$ cat config.mk
export PLATFORM = sky130hd
export DESIGN_NAME = control_multiciclo
export DESIGN_NICKNAME = d
export VERILOG_FILES = /design/src/rtl/control_multiciclo.sv
export SDC_FILE = /design/constraint.sdc
export NUM_CORES = 1
export LEC_CHECK = 0
export BUFFER_PORTS_ARGS = -buffer_cell sky130_fd_sc_hd__clkbuf_2
export CELL_PAD_IN_SITES_DETAIL_PLACEMENT = 1
export CELL_PAD_IN_SITES_GLOBAL_PLACEMENT = 1
export CORE_UTILIZATION = 30
export CTS_BUF_LIST = sky130_fd_sc_hd__clkbuf_4 sky130_fd_sc_hd__clkbuf_8
export DETAILED_ROUTE_END_ITERATION = 6
export PLACE_DENSITY_LB_ADDON = 0.1
export SETUP_SLACK_MARGIN = 0.4
export SYNTH_ARGS = -nofsm -noshare
export SYNTH_HDL_FRONTEND = slang
export SYNTH_SLANG_ARGS = --single-unit
$ cat constraint.sdc
create_clock -name clk -period 3.24 [get_ports clk]
set_clock_uncertainty 0.05 [all_clocks]
set_input_delay 0.486 -clock clk [delete_from_list [all_inputs] [get_ports clk]]
set_output_delay 0.486 -clock clk [all_outputs]
set_load 0.02 [all_outputs]
$ cat src/rtl/control_multiciclo.sv
// -----------------------------------------------------------------------------
// control_multiciclo
//
// Main control unit of a multicycle MIPS-style datapath. A single FSM walks
// each instruction through fetch, decode and the per-class execute/write-back
// states, driving the datapath select and write-enable lines from the current
// state. MemListo stretches the memory states until the access completes.
//
// Ports:
//   clk          rising-edge clock
//   rst_n        asynchronous active-low reset (forces INICIO immediately)
//   instru[5:0]  opcode field from the instruction register
//   MemListo     memory ready, completes the current memory access
//   EscrPC       unconditional PC write
//   EscrPCCond   PC write, qualified outside by the ALU zero flag
//   IoD          memory address select: 0=PC, 1=ALUOut
//   LeerMem      memory read
//   EscrMem      memory write
//   EscrIR       instruction register write
//   MemaReg      register write data select: 1=MDR, 0=ALUOut
//   RegDest      destination register select: 1=rd, 0=rt
//   EscrReg      register file write
//   FuenteALUA   ALU A select: 0=PC, 1=rs
//   FuenteALUB   ALU B select: 00=rt, 01=4, 10=signext, 11=signext<<2
//   ALUOp        00=add, 01=sub, 10=funct
//   FuentePC     PC source: 00=ALU, 01=ALUOut, 10=jump target
//   InstrIlegal  one-cycle pulse in DECOD on an unsupported opcode
//   Estado[3:0]  current state code
//
// Build option:
//   CONTROL_SALTO_J_EN  when defined, opcode 000010 (j) goes DECOD->BRINCO.
//                       When undefined, j is illegal and code 10 is unused.
// -----------------------------------------------------------------------------
module control_multiciclo (
  input  logic       clk,
  input  logic       rst_n,
  input  logic [5:0] instru,
  input  logic       MemListo,
  output logic       EscrPC,
  output logic       EscrPCCond,
  output logic       IoD,
  output logic       LeerMem,
  output logic       EscrMem,
  output logic       EscrIR,
  output logic       MemaReg,
  output logic       RegDest,
  output logic       EscrReg,
  output logic       FuenteALUA,
  output logic [1:0] FuenteALUB,
  output logic [1:0] ALUOp,
  output logic [1:0] FuentePC,
  output logic       InstrIlegal,
  output logic [3:0] Estado
);

  typedef enum logic [3:0] {
    INICIO     = 4'd0,
    BUSQUEDA   = 4'd1,
    DECOD      = 4'd2,
    DIRMEM     = 4'd3,
    LEERMEM    = 4'd4,
    ESCRREGMEM = 4'd5,
    ESCRMEM    = 4'd6,
    EJEC       = 4'd7,
    FINR       = 4'd8,
    SALTO      = 4'd9,
    BRINCO     = 4'd10
  } estado_t;

  localparam logic [5:0] OP_LW  = 6'b100011;
  localparam logic [5:0] OP_SW  = 6'b101011;
  localparam logic [5:0] OP_R   = 6'b000000;
  localparam logic [5:0] OP_BEQ = 6'b000100;
`ifdef CONTROL_SALTO_J_EN
  localparam logic [5:0] OP_J   = 6'b000010;
`endif

  estado_t estado_q, estado_d;

  // NOTE: sequential state uses non-blocking assignments so every flop
  // samples the pre-edge value of its inputs, independent of block order.
  always_ff @(posedge clk or negedge rst_n) begin
    if (!rst_n) estado_q <= INICIO;
    else        estado_q <= estado_d;
  end

  // NOTE: every output and the next state get a default before the case,
  // so no path leaves a signal unassigned and no latch is inferred.
  always_comb begin
    estado_d    = INICIO;  // unused codes fall back to INICIO
    EscrPC      = 1'b0;
    EscrPCCond  = 1'b0;
    IoD         = 1'b0;
    LeerMem     = 1'b0;
    EscrMem     = 1'b0;
    EscrIR      = 1'b0;
    MemaReg     = 1'b0;
    RegDest     = 1'b0;
    EscrReg     = 1'b0;
    FuenteALUA  = 1'b0;
    FuenteALUB  = 2'b00;
    ALUOp       = 2'b00;
    FuentePC    = 2'b00;
    InstrIlegal = 1'b0;

    case (estado_q)
      INICIO: estado_d = BUSQUEDA;

      BUSQUEDA: begin
        // PC+4 and IR load happen only on the cycle the fetch completes.
        LeerMem    = 1'b1;
        FuenteALUB = 2'b01;
        EscrIR     = MemListo;
        EscrPC     = MemListo;
        estado_d   = MemListo ? DECOD : BUSQUEDA;
      end

      DECOD: begin
        // Branch target precomputed into ALUOut: PC + (signext << 2).
        FuenteALUB = 2'b11;
        case (instru)
          OP_LW, OP_SW: estado_d = DIRMEM;
          OP_R:         estado_d = EJEC;
          OP_BEQ:       estado_d = SALTO;
`ifdef CONTROL_SALTO_J_EN
          OP_J:         estado_d = BRINCO;
`endif
          default: begin
            estado_d    = BUSQUEDA;
            InstrIlegal = 1'b1;
          end
        endcase
      end

      DIRMEM: begin
        FuenteALUA = 1'b1;
        FuenteALUB = 2'b10;
        estado_d   = (instru == OP_LW) ? LEERMEM : ESCRMEM;
      end

      LEERMEM: begin
        LeerMem  = 1'b1;
        IoD      = 1'b1;
        estado_d = MemListo ? ESCRREGMEM : LEERMEM;
      end

      ESCRREGMEM: begin
        EscrReg  = 1'b1;
        MemaReg  = 1'b1;
        estado_d = BUSQUEDA;
      end

      ESCRMEM: begin
        EscrMem  = 1'b1;
        IoD      = 1'b1;
        estado_d = MemListo ? BUSQUEDA : ESCRMEM;
      end

      EJEC: begin
        FuenteALUA = 1'b1;
        ALUOp      = 2'b10;
        estado_d   = FINR;
      end

      FINR: begin
        EscrReg  = 1'b1;
        RegDest  = 1'b1;
        estado_d = BUSQUEDA;
      end

      SALTO: begin
        FuenteALUA = 1'b1;
        ALUOp      = 2'b01;
        EscrPCCond = 1'b1;
        FuentePC   = 2'b01;
        estado_d   = BUSQUEDA;
      end

`ifdef CONTROL_SALTO_J_EN
      BRINCO: begin
        EscrPC   = 1'b1;
        FuentePC = 2'b10;
        estado_d = BUSQUEDA;
      end
`endif

      default: estado_d = INICIO;
    endcase
  end

  assign Estado = estado_q;

endmodule

==> impl_summary.log <==
[metrics] number of DRC violations after detailed-routing iteration 0: 9
[metrics] yosys warns: 0
[metrics] Flop pwr share: 25.1%
[metrics] antenna violations before repair: 0
[metrics] first-pass detailed-route iteration total: 4
[metrics] DRT Wirelength: 1253 µm
[metrics] Layout Area Growth over Synthesis: 27.35%
[metrics] number of endpoints failing setup at the final stage: 0
[metrics] hold violation total from the final report: 0
[metrics] maximum number of pins on one net before global-route repair: 18
[metrics] switching power summed over all nets: 0.2909 mW
[metrics] share of cells above drive strength 1: 39.29%
[metrics] Die Area: 0.001669 mm²
[metrics] hold bufs inserted after CTS: 0
[metrics] horizontal die dimension: 40.86 µm
[metrics] die span in y: 40.86 µm
[metrics] Post-Place Setup Slack: 1.230 ns
[metrics] Setup WS post-layout: 0.9986 ns
[metrics] routed via count: 496
[metrics] Clock Latency Late Sink: 0.23 ns
[metrics] CP startpoint kind: flop
[metrics] Wirelength per Cell: 12.66 µm
[metrics] Final ANT Viol Nets: 0
[metrics] CP required: 2.70 ns
[metrics] combinational share of power: 63.4%
[metrics] arrival time reported for the critical path endpoint: 1.71 ns
[metrics] diode insertion count for antenna repair: 0
[metrics] synthesized netlist cell count: 60
[metrics] crit path time final: 2.241 ns
[metrics] number of sinks on the clock net: 4
[metrics] final slew viol count: 0
[metrics] global-route total usage across every layer: 15.63%
[metrics] RSZ-0062 raised after global routing: no
[metrics] final HPWL from detailed placement: 922.4 µm
[metrics] routability cong.: 0.6856
[metrics] worst hold path type: in -> async
[metrics] Remaining DRCs: 0
[metrics] distinct cell type count of the synthesized netlist: 28
[metrics] total grt overflow: 0
[metrics] fillers: 187
[metrics] switching part of the total power: 54.77%
[metrics] number of storage elements in the synthesis netlist: 4
[metrics] post-synth design cell area: 452.9 µm²
[metrics] period utilization: 69.18%
[metrics] CTS tree: done
[metrics] Int Power: 0.2402 mW
[metrics] TNS Setup: 0 ns
[metrics] maximum operating frequency: 446.2 MHz
[metrics] Placement Rows: 13
[metrics] number of primary I/O pins: 30
[metrics] vias in the first global route: 416
[metrics] maximum fanout count along the critical path: 15
[metrics] share of total power in the clock network: 11.5%
[metrics] power per cell area: 920.9 mW/mm²
[metrics] Starting Density: 33.55%
[metrics] Largest register FFs: 4
[metrics] result of the run: finished, final reports clean
[metrics] Avg Vias per Cell: 5.010
[metrics] worst setup path category: reg -> out
[metrics] CTS root buf: sky130_fd_sc_hd__clkbuf_4
[metrics] total chip power: 0.5312 mW
[metrics] proportion of synthesized chip area in sequential cells: 22.10%
[metrics] MaxCap Viol Count: 0
[metrics] Core Box Area: 0.001350 mm²
[metrics] count of instances resized after the clock tree is built: 0
[metrics] total number of nets in the final design: 95
[metrics] clock tree buffer depth: 2
[metrics] average footprint of a synthesized cell: 7.549 µm²
[metrics] H-Tree Depth: 1
[metrics] most common cell after layout, fill and taps aside: sky130_fd_sc_hd__clkbuf_2
[metrics] Clock Pin Slew Worst Setup and Hold Paths: 0.04 ns
[metrics] crit end category: output port
[metrics] IO Port Bufs: 28
[metrics] max_slew headroom: 64.35%
[metrics] Inserted Clock Buffers: 3
[metrics] first-pass GRT wire length: 1821 µm
[metrics] highest ir drop seen on vdd: 0.3080 mV
[metrics] Leakage: 0.2958 nW
[metrics] number of setup buffers added after CTS: 0
[metrics] Least-Margin Pin Slew: 0.5348 ns
[metrics] most frequent cells in the layout: sky130_fd_sc_hd__clkbuf_2 (28), sky130_fd_sc_hd__nor2_1 (11), sky130_fd_sc_hd__nand2_1 (5)
[metrics] Net Count, Synth: 69
path summary, 6_finish.rpt:
check	slack (ns)	startpoint	cells past startpoint	endpoint
min	0.009	rst_n	1	Estado[3]$_DFF_PN0_
max reg2reg	1.79	Estado[0]$_DFF_PN0_	3	Estado[1]$_DFF_PN0_
max in group asynchronous	3.00	rst_n	1	Estado[0]$_DFF_PN0_
min in group clk	0.49	instru[2]	3	Estado[3]$_DFF_PN0_
max	1.0	Estado[0]$_DFF_PN0_	3	EscrIR
min reg2reg	0.66	Estado[3]$_DFF_PN0_	1	Estado[2]$_DFF_PN0_
worst max-delay path, stage by stage (launching register included):
cell and delay [ns]:
sky130_fd_sc_hd__dfrtp_1 0.64, sky130_fd_sc_hd__or2b_1 0.32, sky130_fd_sc_hd__nor4_1 0.27, sky130_fd_sc_hd__clkbuf_2 0.24
area by class of cell:
class	count	area, µm²	share of cell area (%)
multi-input cells	48	291.5	50.54
repair buffers	28	140.1	24.29
flip-flops and latches	4	100.1	17.35
clock buffers	3	22.52	3.905
well taps	15	18.77	3.254
inverters	1	3.754	0.6508
power groups by stage:
| stage | combinational, mW | sequential [mW] | clock [mW] |
|---|---|---|---|
| 2_1_floorplan | 0.282 | 0.107 | 0 |
| 3_3_place_gp | 0.336 | 0.134 | 0 |
| 3_5_place_dp | 0.339 | 0.135 | 0 |
| 4_1_cts | 0.341 | 0.134 | 0.0626 |
| 5_1_grt | 0.367 | 0.141 | 0.0662 |
| 6_report | 0.337 | 0.133 | 0.0610 |
per-stage QoR:
stage	cell area [µm²]	util [%]	hold slack (ns)	cells
3_3_place_gp	554.3	41.06	0.2433	96
2_1_floorplan	452.9	-	0.1404	60
3_5_place_dp	554.3	41.06	0.2439	96
6_report	576.8	42.72	0.009232	99
4_1_cts	576.8	42.72	0.002717	99
5_1_grt	576.8	42.72	0.001199	99
synth_stat cells:
master | count | share of area (%)
sky130_fd_sc_hd__a21oi_1 | 2 | 2.2
sky130_fd_sc_hd__a221oi_1 | 1 | 1.9
sky130_fd_sc_hd__a32oi_1 | 1 | 1.9
sky130_fd_sc_hd__and2_1 | 2 | 2.8
sky130_fd_sc_hd__and3_1 | 1 | 1.4
sky130_fd_sc_hd__and4bb_1 | 2 | 5.5
sky130_fd_sc_hd__and4bb_2 | 1 | 2.8
sky130_fd_sc_hd__buf_2 | 1 | 1.1
sky130_fd_sc_hd__buf_4 | 4 | 6.6
sky130_fd_sc_hd__buf_6 | 2 | 5.0
sky130_fd_sc_hd__conb_1 | 1 | 0.83
sky130_fd_sc_hd__dfrtp_1 | 4 | 22
sky130_fd_sc_hd__inv_1 | 1 | 0.83
sky130_fd_sc_hd__nand2_1 | 5 | 4.1
sky130_fd_sc_hd__nand2b_1 | 4 | 5.5
sky130_fd_sc_hd__nand4_1 | 1 | 1.4
sky130_fd_sc_hd__nor2_1 | 11 | 9.1
sky130_fd_sc_hd__nor2b_1 | 1 | 1.4
sky130_fd_sc_hd__nor3_1 | 4 | 4.4
sky130_fd_sc_hd__nor4_1 | 1 | 1.4
sky130_fd_sc_hd__o21ai_0 | 2 | 2.2
sky130_fd_sc_hd__o21bai_1 | 1 | 1.7
sky130_fd_sc_hd__o22a_1 | 1 | 1.9
sky130_fd_sc_hd__o22ai_1 | 1 | 1.4
sky130_fd_sc_hd__o32ai_2 | 1 | 3.6
sky130_fd_sc_hd__or2_1 | 1 | 1.4
sky130_fd_sc_hd__or2b_1 | 1 | 1.7
sky130_fd_sc_hd__xnor2_1 | 2 | 3.9
per-layer routing:
layer / GRT usage [%] / share of wire (%) / vias up
met3: 1.630 / 5.7 / 0
li1: - / - / 255
met2: 26.56 / 41 / 22
met4: 0 / 0 / 0
met5: 0 / 0 / -
met1: 22.12 / 53 / 219
cells by family after synthesis:
kind of cell              Yosys count  synth area share (%)
AOI/OAI and AO/OA                  10                 16.85
xor gates and xnor gates            2                 3.868
buffers and inverters               8                 13.53
DFF                                 4                 22.10
other                               1                0.8279
and+or+nand+nor                    35                 42.82
(Power assumes the default switching activity.)
